**src/rtl/tow_match_pkg.sv**
```systemverilog
// Shared types and constants for the tug-of-war best-of-N match sequencer.
package tow_match_pkg;

    typedef enum logic [2:0] {
        ST_IDLE  = 3'd0,
        ST_CLEAR = 3'd1,
        ST_PLAY  = 3'd2,
        ST_PAUSE = 3'd3,
        ST_DONE  = 3'd4
    } match_state_t;

    localparam int WIN_W = 3;

    localparam logic [6:0] LED_WIN_RIGHT = 7'b0000111;
    localparam logic [6:0] LED_WIN_LEFT  = 7'b1110000;

endpackage

```
**src/rtl/match_pause_timer.sv**
```systemverilog
// Loadable down-counter stepped by slowen; expired is a one-cycle pulse on the
// slowen that brings the count to zero, so the FSM can leave PAUSE on that edge.
module match_pause_timer #(
    parameter int CNT_W = 8
) (
    input  logic             clk,
    input  logic             rst,
    input  logic             load,
    input  logic [CNT_W-1:0] load_val,
    input  logic             en,
    input  logic             slowen,
    output logic             expired
);

    logic [CNT_W-1:0] cnt;

    always_ff @(posedge clk) begin
        if (rst) begin
            cnt <= '0;
        end else if (load) begin
            cnt <= load_val;
        end else if (en && slowen && cnt != '0) begin
            cnt <= cnt - 1'b1;
        end
    end

    assign expired = en && slowen && (cnt == CNT_W'(1));

endmodule

```
**src/rtl/tow_match_ctrl.sv**
```systemverilog
// Best-of-N match sequencer: clears/enables rounds, tallies winners, pauses
// between rounds and drives the winner LED pattern. Optional: TOW_MATCH_BLINK_EN.
module tow_match_ctrl
    import tow_match_pkg::*;
#(
    parameter int ROUNDS_TO_WIN = 2,
    parameter int PAUSE_TICKS   = 4
) (
    input  logic             clk,
    input  logic             rst,
    input  logic             start,
    input  logic             slowen,
    input  logic             round_done,
    input  logic             round_right,
    output logic             round_clear,
    output logic             round_enable,
    output logic [WIN_W-1:0] wins_left,
    output logic [WIN_W-1:0] wins_right,
    output logic             match_over,
    output logic             match_right,
    output logic             led_ovr_en,
    output logic [6:0]       led_ovr
);

    localparam logic [WIN_W-1:0] WIN_TGT = WIN_W'(ROUNDS_TO_WIN);

    match_state_t     state, state_nxt;
    logic [WIN_W-1:0] wl_nxt, wr_nxt;
    logic             mr_nxt;
    logic             pause_load;
    logic             pause_expired;
    logic [6:0]       win_pat;
    logic [6:0]       led_nxt;

    match_pause_timer #(.CNT_W(8)) u_pause (
        .clk      (clk),
        .rst      (rst),
        .load     (pause_load),
        .load_val (8'(PAUSE_TICKS)),
        .en       (state == ST_PAUSE),
        .slowen   (slowen),
        .expired  (pause_expired)
    );

    always_comb begin
        state_nxt  = state;
        wl_nxt     = wins_left;
        wr_nxt     = wins_right;
        mr_nxt     = match_right;
        pause_load = 1'b0;
        case (state)
            ST_IDLE, ST_DONE: begin
                if (start) begin
                    state_nxt = ST_CLEAR;
                    wl_nxt    = '0;
                    wr_nxt    = '0;
                    mr_nxt    = 1'b0;
                end
            end
            ST_CLEAR: state_nxt = ST_PLAY;
            ST_PLAY: begin
                // start is deliberately ignored here, even alongside round_done
                if (round_done) begin
                    if (round_right) begin
                        if (wins_right < WIN_TGT) wr_nxt = wins_right + 1'b1;
                    end else begin
                        if (wins_left < WIN_TGT) wl_nxt = wins_left + 1'b1;
                    end
                    if ((round_right ? wr_nxt : wl_nxt) == WIN_TGT) begin
                        state_nxt = ST_DONE;
                        mr_nxt    = round_right;
                    end else begin
                        state_nxt  = ST_PAUSE;
                        pause_load = 1'b1;
                    end
                end
            end
            ST_PAUSE: begin
                if (pause_expired) state_nxt = ST_CLEAR;
            end
            default: state_nxt = ST_IDLE;
        endcase

        win_pat = mr_nxt ? LED_WIN_RIGHT : LED_WIN_LEFT;
        led_nxt = '0;
        if (state_nxt == ST_DONE) begin
            if (state != ST_DONE) begin
                led_nxt = win_pat;
            end else begin
`ifdef TOW_MATCH_BLINK_EN
                led_nxt = slowen ? ((led_ovr == '0) ? win_pat : 7'b0000000) : led_ovr;
`else
                led_nxt = win_pat;
`endif
            end
        end
    end

    // Outputs are registered from the next state so they line up with it.
    always_ff @(posedge clk) begin
        if (rst) begin
            state        <= ST_IDLE;
            wins_left    <= '0;
            wins_right   <= '0;
            match_right  <= 1'b0;
            round_clear  <= 1'b0;
            round_enable <= 1'b0;
            match_over   <= 1'b0;
            led_ovr_en   <= 1'b0;
            led_ovr      <= '0;
        end else begin
            state        <= state_nxt;
            wins_left    <= wl_nxt;
            wins_right   <= wr_nxt;
            match_right  <= mr_nxt;
            round_clear  <= (state_nxt == ST_CLEAR);
            round_enable <= (state_nxt == ST_PLAY);
            match_over   <= (state_nxt == ST_DONE);
            led_ovr_en   <= (state_nxt == ST_DONE);
            led_ovr      <= led_nxt;
        end
    end

endmodule

```
**config.mk**
```make
export PLATFORM = sky130hd
export DESIGN_NAME = tow_match_ctrl
export DESIGN_NICKNAME = d
export VERILOG_FILES = /design/src/rtl/tow_match_pkg.sv /design/src/rtl/match_pause_timer.sv /design/src/rtl/tow_match_ctrl.sv
export SDC_FILE = /design/constraint.sdc
export NUM_CORES = 1
export LEC_CHECK = 0
export BUFFER_PORTS_ARGS = -buffer_cell sky130_fd_sc_hd__buf_2
export CAP_MARGIN = 5
export CORE_MARGIN = 2
export CORE_UTILIZATION = 50
export CTS_CLUSTER_DIAMETER = 40
export DETAILED_ROUTE_END_ITERATION = 7
export PLACE_DENSITY = 0.74
export SETUP_SLACK_MARGIN = 0.3
export SYNTH_ARGS = -nofsm -noshare
export SYNTH_HDL_FRONTEND = slang
export SYNTH_SLANG_ARGS = --single-unit
```
**constraint.sdc**
```tcl
create_clock -name clk -period 3.95 [get_ports clk]
set_input_delay 0.1975 -clock clk [delete_from_list [all_inputs] [get_ports clk]]
set_output_delay 0.1975 -clock clk [all_outputs]
set_load 0.005 [all_outputs]
```
==> reports/metrics.cfg <==
[synth]
synth-compound-area-share_pct=15.3
ys.warnings.count=0
syn_nets=144
synth_cell_types=37
synth-edff-count=0
synth_cells=133
async_flop_share_pct=0
synth.area.top_cells=dfxtp_1 (39%), nor2_1 (6.7%), ha_1 (5.3%)
ys_ff_latch=23
synth_top_family_by_area=simple AND/OR/NAND/NOR gates
avgSynthCellArea_um2=8.80
synth_mux_area_share_pct=0
synth_area_leader_cell=dfxtp_1
synth-adder-area-share_pct=5.35
synth-xor-area-share_pct=5.99
synthFlopType=dfxtp_1
synth_area_um2=1170
synth-simple-area-share_pct=27.6
synth-seq-area-share_pct=39.4
netlist.area_leader.share_pct=39.4

[sta]
skew_ns=0.00336
hold_viol=0
final.min_clock_period_ns=1.95
slew_violations=0
worstMarginPinSlew_ns=0.578
timing.fmax_mhz=512
setup_viol=0
finalCritPeriodShare_pct=49.4
slew_headroom_pct=61.5
fin_setup_tns_ns=0
rsz0062_at_grt=no

[grt]
grt_pass1_wl_um=3890
grt_max_degree=13
grt_pass1_vias=903
grt_remaining_overflow=0
antenna_found_initial=0
track_usage_pct=18.9

[setup_path]
cp.depth=6
critical_path.startpoint=wins_right[1]
r2r-end=round_clear
crit_type=register to register
r2r_cells=6
crit_path_end=round_clear
cp-start-kind=register
critPathArrivalTime_ns=2.16
crit_required_ns=4.16
rr_startpoint=wins_right[1]
path_buf_inv=0
critPathCaptureType=register
critPathMaxFanout=8
reg2reg_slack_ns=2.00
slowest_delay_ns=0.47
crit_path_top_delay_cell=a2111o_1
critPathTopFamily=compound AO/OA/AOI/OAI gates
path_cells=ha_1 > and4bb_1 > o21ai_2 > nand2_1 > a2111o_1 > and3_1

[routing]
wl_per_cell_um=11.9
ant_nets=0
postRouteWirelength_um=2160
avgViaCountPerCell=5.54
drtIter0Drc=18
route.vias.total=1002
drc=0
firstDrtPassIters=4

[die]
initial_core_util_pct=52.9
core_area_um2=2210
fp-row-count=17
ios=24
die_w_um=52.4
dieArea_um2=2740
die_h_um=52.4

[hold_path]
hold_class=primary input to register

[clock_tree]
clkLatencyLatePin_ns=0.30
clkTransAtPathRegs_ns=0.12
cts-resized-gates=0
htree_num_levels=1
ctsHoldBuffers=0
clk_path_buf_depth=2
cts_root_buf=clkbuf_4
post_cts_buffers=0
cts.sinks=23
cts_tree=done
cts-buffers-inserted=3

[power_and_ir_drop]
p_int_uw=296
p_leak_nw=0.564
p_sw_share_pct=25.3
power_frac_seq_pct=61.9
peakVddDrop_uv=182
powerDensity_nw_per_um2=306
combPwrFrac_pct=12.0
p_clk_share_pct=26.0
total_power_uw=396
power_switching_uw=100

[run_status]
status=finished clean

[placement]
gp_congestion=0.843
port-buffer-count=22
placedInstanceArea_um2=1270
hpwl_um=1680
dp.cells=177

[finish]
final_common_cell=dfxtp_1
fin_area_um2=1300
antennaDiodeCount=0
nNetsFinal=165
layout.cells.non_filler=181
drive_above_1_share_pct=22.2
area_growth_pct=10.8
nFillCells=198
mostFrequentLayoutCells=dfxtp_1 (23), buf_2 (22), nor2_1 (21)

[run]
drv_cap=0

routing by layer:
layer | wire (um) | track usage [%]
met5 | 0 | 0
met3 | 131 | 4.00
met2 | 1020 | 30.8
met1 | 984 | 24.9
met4 | 25 | 5.98
Yosys cell counts (2+ instances only):
cell type,count
dfxtp_1,23
nor2_1,21
nand2_1,11
inv_1,7
buf_4,6
xor2_1,6
a21oi_1,5
ha_1,5
nand3_1,5
and2b_2,4
a31oi_1,3
a41oi_1,3
nand2b_1,3
and3_1,2
and4bb_1,2
nor2b_1,2
nor3_1,2
nor4_1,2
o21ai_0,2
xnor2_1,2
sequential cells by signal, indices dropped and copies added, names as in the netlist:
register	cells
match_right	1
wins_left	3
led_ovr_en	1
wins_right	3
u_pause.cnt	8
state	3
round_enable	1
led_ovr	2
round_clear	1
kinds of logic (layout without fill, tap and decap cells):
kind of cell               after synthesis  count (layout)
and+or+nand+nor                         60              60
AOI/OAI and AO/OA                       23              23
DFF                                     23              23
buffers and inverters                   13              33
xor gates and xnor gates                 8               8
adders and majority gates                5               5
other                                    1               1
per-stage QoR:
stage / hold slack [ns] / util [%] / worst slack, ns
6_report: 0.117 / 58.6 / 2.00
5_1_grt: 0.104 / 58.6 / 1.90
4_1_cts: 0.103 / 58.6 / 2.01
3_5_place_dp: 0.433 / 57.4 / 2.02
3_3_place_gp: 0.439 / 57.4 / 2.10
2_1_floorplan: 0.267 / - / 2.13
area by class of cell:
cell class / instances / area (um^2) / area share, %
timing repair buffer: 22 / 110 / 8.49
sequential: 23 / 460 / 35.5
inverter: 7 / 26.3 / 2.03
tap: 28 / 35.0 / 2.70
multi-input combinational: 97 / 638 / 49.2
clock buffer: 4 / 26.3 / 2.03
power groups by stage:
| stage | clock network [mW] | registers (mW) | logic (mW) |
|---|---|---|---|
| 6_report | 0.103 | 0.245 | 0.0476 |
| 4_1_cts | 0.109 | 0.245 | 0.0471 |
| 5_1_grt | 0.117 | 0.247 | 0.0533 |
| 3_3_place_gp | 0 | 0.250 | 0.0458 |
| 3_5_place_dp | 0 | 0.251 | 0.0468 |
| 2_1_floorplan | 0 | 0.250 | 0.0321 |
worst min-delay path by stage:
stage / end / startpoint / slack [ns] / cells after the start
4_1_cts: wins_right[0] / rst / 0.10 / 2
5_1_grt: state[1] / rst / 0.10 / 2
3_3_place_gp: u_pause.cnt[2] / rst / 0.44 / 2
2_1_floorplan: u_pause.cnt[2] / rst / 0.27 / 1
6_report: u_pause.cnt[2] / rst / 0.12 / 2
3_5_place_dp: u_pause.cnt[2] / rst / 0.43 / 2
worst reg2reg max path, cell delays in order (launching register included):
cell and delay [ns]:
dfxtp_1 0.46, ha_1 0.29, and4bb_1 0.21, o21ai_2 0.17
nand2_1 0.09, a2111o_1 0.47, and3_1 0.18
Note: power is estimated with default switching activity, not from simulation.
